### src/rtl/cpu_pkg.sv
// Shared core definitions: data width, reset PC and the boot sequencer state encoding.
package cpu_pkg;

  localparam int unsigned XLEN = 32;
  localparam logic [XLEN-1:0] RESET_PC_DEF = 32'h0000_0000;

  typedef enum logic [2:0] {
    BOOT_IDLE    = 3'd0,
    BOOT_LOAD    = 3'd1,
    BOOT_CHECK   = 3'd2,
    BOOT_RELEASE = 3'd3,
    BOOT_RUN     = 3'd4
  } boot_state_e;

endpackage

### src/rtl/imem_boot_ctrl.sv
// Boot sequencer: streams a program into imem, forces the PC, then releases the CPU.
// Optional trailing checksum word enabled by defining IMEM_BOOT_CHECKSUM_EN.
module imem_boot_ctrl
  import cpu_pkg::*;
#(
  parameter int unsigned     ADDR_W   = 10,
  parameter int unsigned     DATA_W   = 32,
  parameter logic [XLEN-1:0] RESET_PC = RESET_PC_DEF
) (
  input  logic              clk,
  input  logic              rst,
  input  logic              boot_start,
  input  logic [ADDR_W:0]   boot_len,
  input  logic              s_valid,
  input  logic [DATA_W-1:0] s_data,
  output logic              s_ready,
  output logic              imem_we,
  output logic [ADDR_W-1:0] imem_addr,
  output logic [DATA_W-1:0] imem_wdata,
  output logic              cpu_hold,
  output logic              pc_load,
  output logic [XLEN-1:0]   pc_init,
  output logic              busy,
  output logic              done,
  output logic              err
);

  localparam logic [2:0] S_IDLE    = 3'(BOOT_IDLE);
  localparam logic [2:0] S_LOAD    = 3'(BOOT_LOAD);
  localparam logic [2:0] S_CHECK   = 3'(BOOT_CHECK);
  localparam logic [2:0] S_RELEASE = 3'(BOOT_RELEASE);
  localparam logic [2:0] S_RUN     = 3'(BOOT_RUN);

  localparam logic [ADDR_W:0] MAX_LEN = {1'b1, {ADDR_W{1'b0}}};
  localparam logic [ADDR_W:0] ONE     = (ADDR_W+1)'(1);

  logic [2:0]        state, state_n;
  logic [ADDR_W:0]   len, len_n;
  logic [ADDR_W:0]   cnt, cnt_n;
  logic              s_ready_n, imem_we_n, cpu_hold_n, pc_load_n, busy_n, done_n, err_n;
  logic [ADDR_W-1:0] imem_addr_n;
  logic [DATA_W-1:0] imem_wdata_n;
  logic              hs, len_ok;
`ifdef IMEM_BOOT_CHECKSUM_EN
  logic [XLEN-1:0]   sum, sum_n;
`endif

  assign pc_init = RESET_PC;
  assign hs      = s_valid & s_ready;
  assign len_ok  = (boot_len != '0) && (boot_len <= MAX_LEN);

  // Next-state and next-output logic; every output is the registered image of its _n value.
  always_comb begin
    state_n      = state;
    len_n        = len;
    cnt_n        = cnt;
    imem_we_n    = 1'b0;
    imem_addr_n  = imem_addr;
    imem_wdata_n = imem_wdata;
    cpu_hold_n   = cpu_hold;
    pc_load_n    = 1'b0;
    done_n       = done;
    err_n        = err;
`ifdef IMEM_BOOT_CHECKSUM_EN
    sum_n        = sum;
`endif
    case (state)
      S_IDLE, S_RUN: begin
        if (boot_start) begin
          if (len_ok) begin
            state_n    = S_LOAD;
            len_n      = boot_len;
            cnt_n      = '0;
            err_n      = 1'b0;
            cpu_hold_n = 1'b1;
            done_n     = 1'b0;
`ifdef IMEM_BOOT_CHECKSUM_EN
            sum_n      = '0;
`endif
          end else begin
            err_n = 1'b1;
          end
        end
      end
      S_LOAD: begin
        if (hs) begin
          imem_we_n    = 1'b1;
          imem_addr_n  = cnt[ADDR_W-1:0];
          imem_wdata_n = s_data;
          cnt_n        = cnt + ONE;
`ifdef IMEM_BOOT_CHECKSUM_EN
          sum_n        = sum + XLEN'(s_data);
          if (cnt == len - ONE) state_n = S_CHECK;
`else
          if (cnt == len - ONE) begin
            state_n   = S_RELEASE;
            pc_load_n = 1'b1;
          end
`endif
        end
      end
`ifdef IMEM_BOOT_CHECKSUM_EN
      S_CHECK: begin
        if (hs) begin
          if (XLEN'(s_data) == sum) begin
            state_n   = S_RELEASE;
            pc_load_n = 1'b1;
          end else begin
            state_n = S_IDLE;
            err_n   = 1'b1;
          end
        end
      end
`endif
      S_RELEASE: begin
        state_n    = S_RUN;
        cpu_hold_n = 1'b0;
        done_n     = 1'b1;
      end
      default: state_n = S_IDLE;
    endcase
    s_ready_n = (state_n == S_LOAD) || (state_n == S_CHECK);
    busy_n    = (state_n == S_LOAD) || (state_n == S_CHECK) || (state_n == S_RELEASE);
  end

  always_ff @(posedge clk) begin
    if (rst) begin
      state      <= S_IDLE;
      len        <= '0;
      cnt        <= '0;
      s_ready    <= 1'b0;
      imem_we    <= 1'b0;
      imem_addr  <= '0;
      imem_wdata <= '0;
      cpu_hold   <= 1'b1;
      pc_load    <= 1'b0;
      busy       <= 1'b0;
      done       <= 1'b0;
      err        <= 1'b0;
`ifdef IMEM_BOOT_CHECKSUM_EN
      sum        <= '0;
`endif
    end else begin
      state      <= state_n;
      len        <= len_n;
      cnt        <= cnt_n;
      s_ready    <= s_ready_n;
      imem_we    <= imem_we_n;
      imem_addr  <= imem_addr_n;
      imem_wdata <= imem_wdata_n;
      cpu_hold   <= cpu_hold_n;
      pc_load    <= pc_load_n;
      busy       <= busy_n;
      done       <= done_n;
      err        <= err_n;
`ifdef IMEM_BOOT_CHECKSUM_EN
      sum        <= sum_n;
`endif
    end
  end

endmodule
### config.mk
export PLATFORM = sky130hd
export DESIGN_NAME = imem_boot_ctrl
export DESIGN_NICKNAME = d
export VERILOG_FILES = /design/src/rtl/cpu_pkg.sv /design/src/rtl/imem_boot_ctrl.sv
export SDC_FILE = /design/constraint.sdc
export NUM_CORES = 1
export LEC_CHECK = 0
export CORE_MARGIN = 2
export CORE_UTILIZATION = 25
export DETAILED_ROUTE_END_ITERATION = 10
export PLACE_DENSITY_LB_ADDON = 0.2
export SYNTH_ARGS = -nofsm -noshare
export SYNTH_HDL_FRONTEND = slang
export SYNTH_SLANG_ARGS = --single-unit
### constraint.sdc
create_clock -name clk -period 2.5 [get_ports clk]
set_input_delay 0.375 -clock clk [delete_from_list [all_inputs] [get_ports clk]]
set_output_delay 0.375 -clock clk [all_outputs]
set_load 0.005 [all_outputs]
# Word level (Yosys, flattened, before mapping)
# Cells that the tools add are included.
classes:
  addsub: 2
  multipliers: 0
  div_mod_pow: 0
  magnitude_cmp: 1
  n_eq_ne: 10
  shift: 0
  muxes: 18
  n_bitwise: 3
  reduce_logical: 15
op_table:
  columns: ["op", "count"]
  rows:
  - ["$mux 11", 3]
  - ["$pmux 11 s2", 1]
  - ["$mux 3", 4]
  - ["$add 11x1->11 const B", 1]
  - ["$eq 11x11->1", 1]
  - ["$le 11x11->1 const B", 1]
  - ["$reduce_bool 11->1", 1]
  - ["$sub 11x1->11 const B", 1]
  - ["$eq 3x2->1 const B", 3]
  - ["$pmux 3 s3", 1]
  - ["$mux 1", 7]
  - ["$eq 3x1->1 const B", 2]
  - ["$ne 2x2->1 const B", 3]
  - ["$reduce_and 3->1", 2]
  - ["$pmux 1 s2", 2]
  - ["$reduce_and 2->1", 2]
  - ["$reduce_and 4->1", 1]
  - ["$reduce_bool 2->1", 2]
  - ["$reduce_or 2->1", 2]
  - ["$eq 3x3->1 const B", 1]
  - ["$logic_not 3->1", 1]
  - ["$reduce_or 3->1", 1]
  - ["$logic_or 1x1->1", 2]
  - ["$not 1->1", 2]
  - ["other kinds (2)", 2]
word_totals:
  reg_bits: 74
  latch_bits: 0
  mem_bits_rw: 0
  romBits: 0
  in_bits: 47
  wordCells: 61
  n_memories: 0

# Logic depth before layout (Yosys ltp)
logic_depth:
  ltp_word: 8
  ltp_mapped: 9
  ltp_nobuf: 8

# Worst setup path before layout
# No wires, ideal clock.
synth_timing:
  kind: "register to register"
  from: "register len[0]"
  to: "register s_ready"
  setup_time_ns: 0.116
  t_arrival_ns: 2.084
  required_ns: 2.384
  path_slack_ns: 0.300
  path_stages_with_launch: 10
  path_buffers: 1
  path_cell_list: "dfxtp_1 -> clkbuf_1 -> inv_1 -> ha_1 -> or4b_4 -> a311o_1 -> a32oi_1 -> a21oi_1 -> nand4b_4 -> o211a_1"
synth_via:
  elab_chain_cells: 7
synth_rtl:
  columns: ["element", "line", "source"]
  rows:
  - ["start, declared", "imem_boot_ctrl.sv:38", "logic [ADDR_W:0] len, len_n;"]
  - ["start signal, assigned", "imem_boot_ctrl.sv:145", "len <= len_n;"]
  - ["$sub 11x1->11 *", "imem_boot_ctrl.sv:95", "if (cnt == len - ONE) begin"]
  - ["$eq 11x11->1 *", "imem_boot_ctrl.sv:95", null]
  - ["$mux 3 *", "imem_boot_ctrl.sv:95", null]
  - ["$mux 3 *", "imem_boot_ctrl.sv:86", "if (hs) begin"]
  - ["$pmux 3 s3 *", "imem_boot_ctrl.sv:67", "case (state)"]
  - ["$eq 3x1->1 or $eq 3x2->1 (tied branches)", "imem_boot_ctrl.sv:122", "s_ready_n = (state_n == S_LOAD) || (state_n == S_CHECK);"]
  - ["$logic_or 1x1->1 *", "imem_boot_ctrl.sv:122", null]
  - ["end signal, assigned", "imem_boot_ctrl.sv:147", "s_ready <= s_ready_n;"]
  - ["end, declared", "imem_boot_ctrl.sv:16", "output logic s_ready,"]
# Mark *: on every way between the ends. The rest lies on a longest branch, timed or not.
# A chain may end at the register's enable or synchronous reset.

# Worst setup path after layout
layout_timing:
  from: "input port boot_len[6]"
  to: "register cnt[10]"
layout_via:
  elab_chain_cells: 4
layout_rtl:
  columns: ["element", "line", "source"]
  rows:
  - ["start, declared", "imem_boot_ctrl.sv:13", "input logic [ADDR_W:0] boot_len,"]
  - ["$le 11x11->1 or $reduce_bool 11->1 (tied branches)", "imem_boot_ctrl.sv:50", "assign len_ok = (boot_len != '0) && (boot_len <= MAX_LEN);"]
  - ["$logic_and 1x1->1 *", "imem_boot_ctrl.sv:50", null]
  - ["$ne 2x2->1 (no source line) *", null, null]
  - ["$reduce_and 4->1 (no source line) *", null, null]
  - ["end signal, assigned", "imem_boot_ctrl.sv:146", "cnt <= cnt_n;"]
  - ["end, declared", "imem_boot_ctrl.sv:39", "logic [ADDR_W:0] cnt, cnt_n;"]
# Marked as above.

==> impl_metrics.ini <==
[global_routing]
antenna_found_initial = 0
grt-ovfl-total = 0
grt_max_degree = 34
grt_usage_pct = 12.5
grt_pass1_wl_mm = 14.7
grt_pass1_vias = 3050

[final_layout]
diodes = 0
final_cell_area_um2 = 4830
drive_gt1_share_pct = 8.06
fillCellCount = 1393
fin_nets = 565
multiInputGateArea_um2 = 1730
synthToLayoutAreaGrowth_pct = 39.9
regArea_um2 = 1480

[job]
maxCapViolCount = 0

[yosys]
ys_types = 47
synth_area_um2 = 3450
yosys.area.top_type_share_pct = 42.9
post-synth-top-count-cell = nand2_1
syn_inst = 424
ys.warnings.count = 0
ys.flop_type = dfxtp_1
avgSynthCellArea_um2 = 8.15
synth_edf_count = 0
synth-seq-cells = 74
yosysTopAreaCell = dfxtp_1
yosys-top-cells-count = 94 x nand2_1, 74 x dfxtp_1, 50 x a21oi_1
postSynth.asyncResetShare_pct = 0
netlist_top_cells_area = dfxtp_1 43%, nand2_1 10%, a21oi_1 7.2%, buf_4 7.2%, xnor2_1 4.3%
ys_seq_area_share_pct = 42.9

[clock_tree]
htreeDepth = 3
cts_buffer_depth = 2
cts_sinks = 74
hold_buffers = 0
ctsResizeCount = 0
cts-root-buf = clkbuf_16
cts.clk_slew.worst_paths_ns = 0.06
cts_buffers = 9
cts_setup_buffers = 0
cts_tree = done
clk_latency_ns = 0.33

[die]
core_area_um2 = 13300
ios = 128
die_x_um = 122
die_height_um = 122
rows = 42
start_util_pct = 25.9
dieArea_um2 = 14800

[pwr]
vdd_ir_drop_max_uv = 298
total_leakage_power_nw = 1.73
power.switching_w = 0.000655
netSwitchingFraction_pct = 22.5
intPower_w = 0.00226
share_comb_of_total_power_pct = 10.2
seqPwrFrac_pct = 41.8
p_clk_share_pct = 48.0
p_per_area_nw_per_um2 = 602
p_total_w = 0.00291

[route]
vias = 3048
drc = 0
ant_nets = 0
wirelength_mm = 8.82
vias_per_cell = 4.37
drtPass1Iterations = 5
drt_iter0_drc = 81
wire_per_inst_um = 12.7

[sta]
maxSlewViolCount = 0
final.min_clock_period_ns = 2.18
rsz0062_at_grt = no
tightestPinTransition_ns = 0.610
hold_slack_ns = 0.450
setup_viol = 0
max-slew-margin-rel_pct = 59.0
fmax_mhz = 459
min_period_over_period_pct = 87.1
hold_violations = 0
final.setup.worst_slack_ns = 0.322
skew_ns = 0.00699

[worst_setup_path]
end_kind = flop
setup.worst_path.class = in2reg
critical_path.slowest_cell = clkdlybuf4s50_1
arrival_ns = 2.44
slowest_delay_ns = 0.43
path_cells = clkdlybuf4s50_1 > nor4_2 > a31oi_1 > o31a_1 > nor4_4 > nand4_1 > a21oi_1
critPathMaxFanout = 4
r2r-start = len[0]$_SDFFE_PP0P_
startpoint_type = primary input
cp-startpoint = boot_len[6]
required_ns = 2.76
path_buf_inv = 1
crit_family = simple AND/OR/NAND/NOR gates
r2r_setup_slack_ns = 0.33

[placement]
finalWeightedCongestion = 0.787
preCtsSetupSlack_ns = -0.0605
dpl.hpwl_mm = 6.58
dpl_cell_area_um2 = 4510
numPortBuffers = 95

[hold_path]
worstHoldPathType = reg2reg
worstHoldStart = imem_wdata[23]$_SDFFE_PP0P_

[run_status]
status = finished clean
[worst paths after layout]
path / endpoint / depth (start not counted)
max: cnt[10]$_SDFFE_PP0P_ / 7
min: imem_wdata[23]$_SDFFE_PP0P_ / 2
max reg2reg: s_ready$_SDFF_PP0_ / 9
min reg2reg: imem_wdata[23]$_SDFFE_PP0P_ / 2
[cell type report]
type	count	area share [%]
clock buffers	10	4.94
clock inverters	6	1.84
multi-input cells	317	35.8
inverters	7	0.544
well taps	176	4.56
flip-flops and latches	74	30.6
repair buffers	107	21.7
[worst reg2reg max path: cells and delay by family (launching register included)]
kind,cells,cell delay (ns)
AND/OR/NAND/NOR,3,0.80
AO/OA/AOI/OAI,3,0.67
flip-flops,1,0.31
buffers and inverters,2,0.20
adder cells (fa/ha/maj),1,0.15
[power by group through the flow]
stage               Combinational, W  Clock [W]  Sequential, W
floorplan                   0.000196          0        0.00124
global placement            0.000292          0        0.00124
detailed placement          0.000297          0        0.00124
CTS                         0.000298    0.00144        0.00122
global route                0.000330    0.00149        0.00122
finish                      0.000297    0.00140        0.00122
[stage by stage]
step	cells	utilization, %	setup TNS, ns
floorplan	455	-	0
global placement	681	33.8	-0.00258
detailed placement	681	33.8	-0.111
CTS	697	36.2	0
global route	697	36.2	0
finish	697	36.2	0
[kinds of logic after synthesis]
logic type	synth area share [%]
AOI/OAI and AO/OA	12.9
xor gates and xnor gates	5.83
adders and majority gates	0.724
buffers and inverters	10.6
DFF	42.9
muxes	2.90
other	0.109
and+or+nand+nor	24.0
[cell usage in the layout (no fill, tap or decap), types with 10 or more instances in the layout]
master           count
conb_1              32
nand2_1             94
nor2_1              35
a21oi_1             50
dfxtp_1             74
buf_4               11
xnor2_1             17
mux2i_1             10
clkdlybuf4s50_1     94
[per-layer routing]
metal	up-vias	wire length, um	global-route usage, %	part of all wire [%]
met5	-	0	0	0
met4	0	126	4.17	1.4
met3	10	646	4.63	7.3
met2	83	4210	20.9	48
met1	1412	3830	14.8	43
li1	1543	-	-	-
[registers in the layout (all words and copies together), names as in the netlist]
| signal | flops |
|---|---|
| cnt | 11 |
| imem_addr | 10 |
| s_ready | 1 |
| busy | 1 |
| cpu_hold | 1 |
| imem_wdata | 32 |
| imem_we | 1 |
| done | 1 |
| len | 11 |
| err | 1 |
| pc_load | 1 |
| state | 3 |
Power figures use the tool's default switching activity.
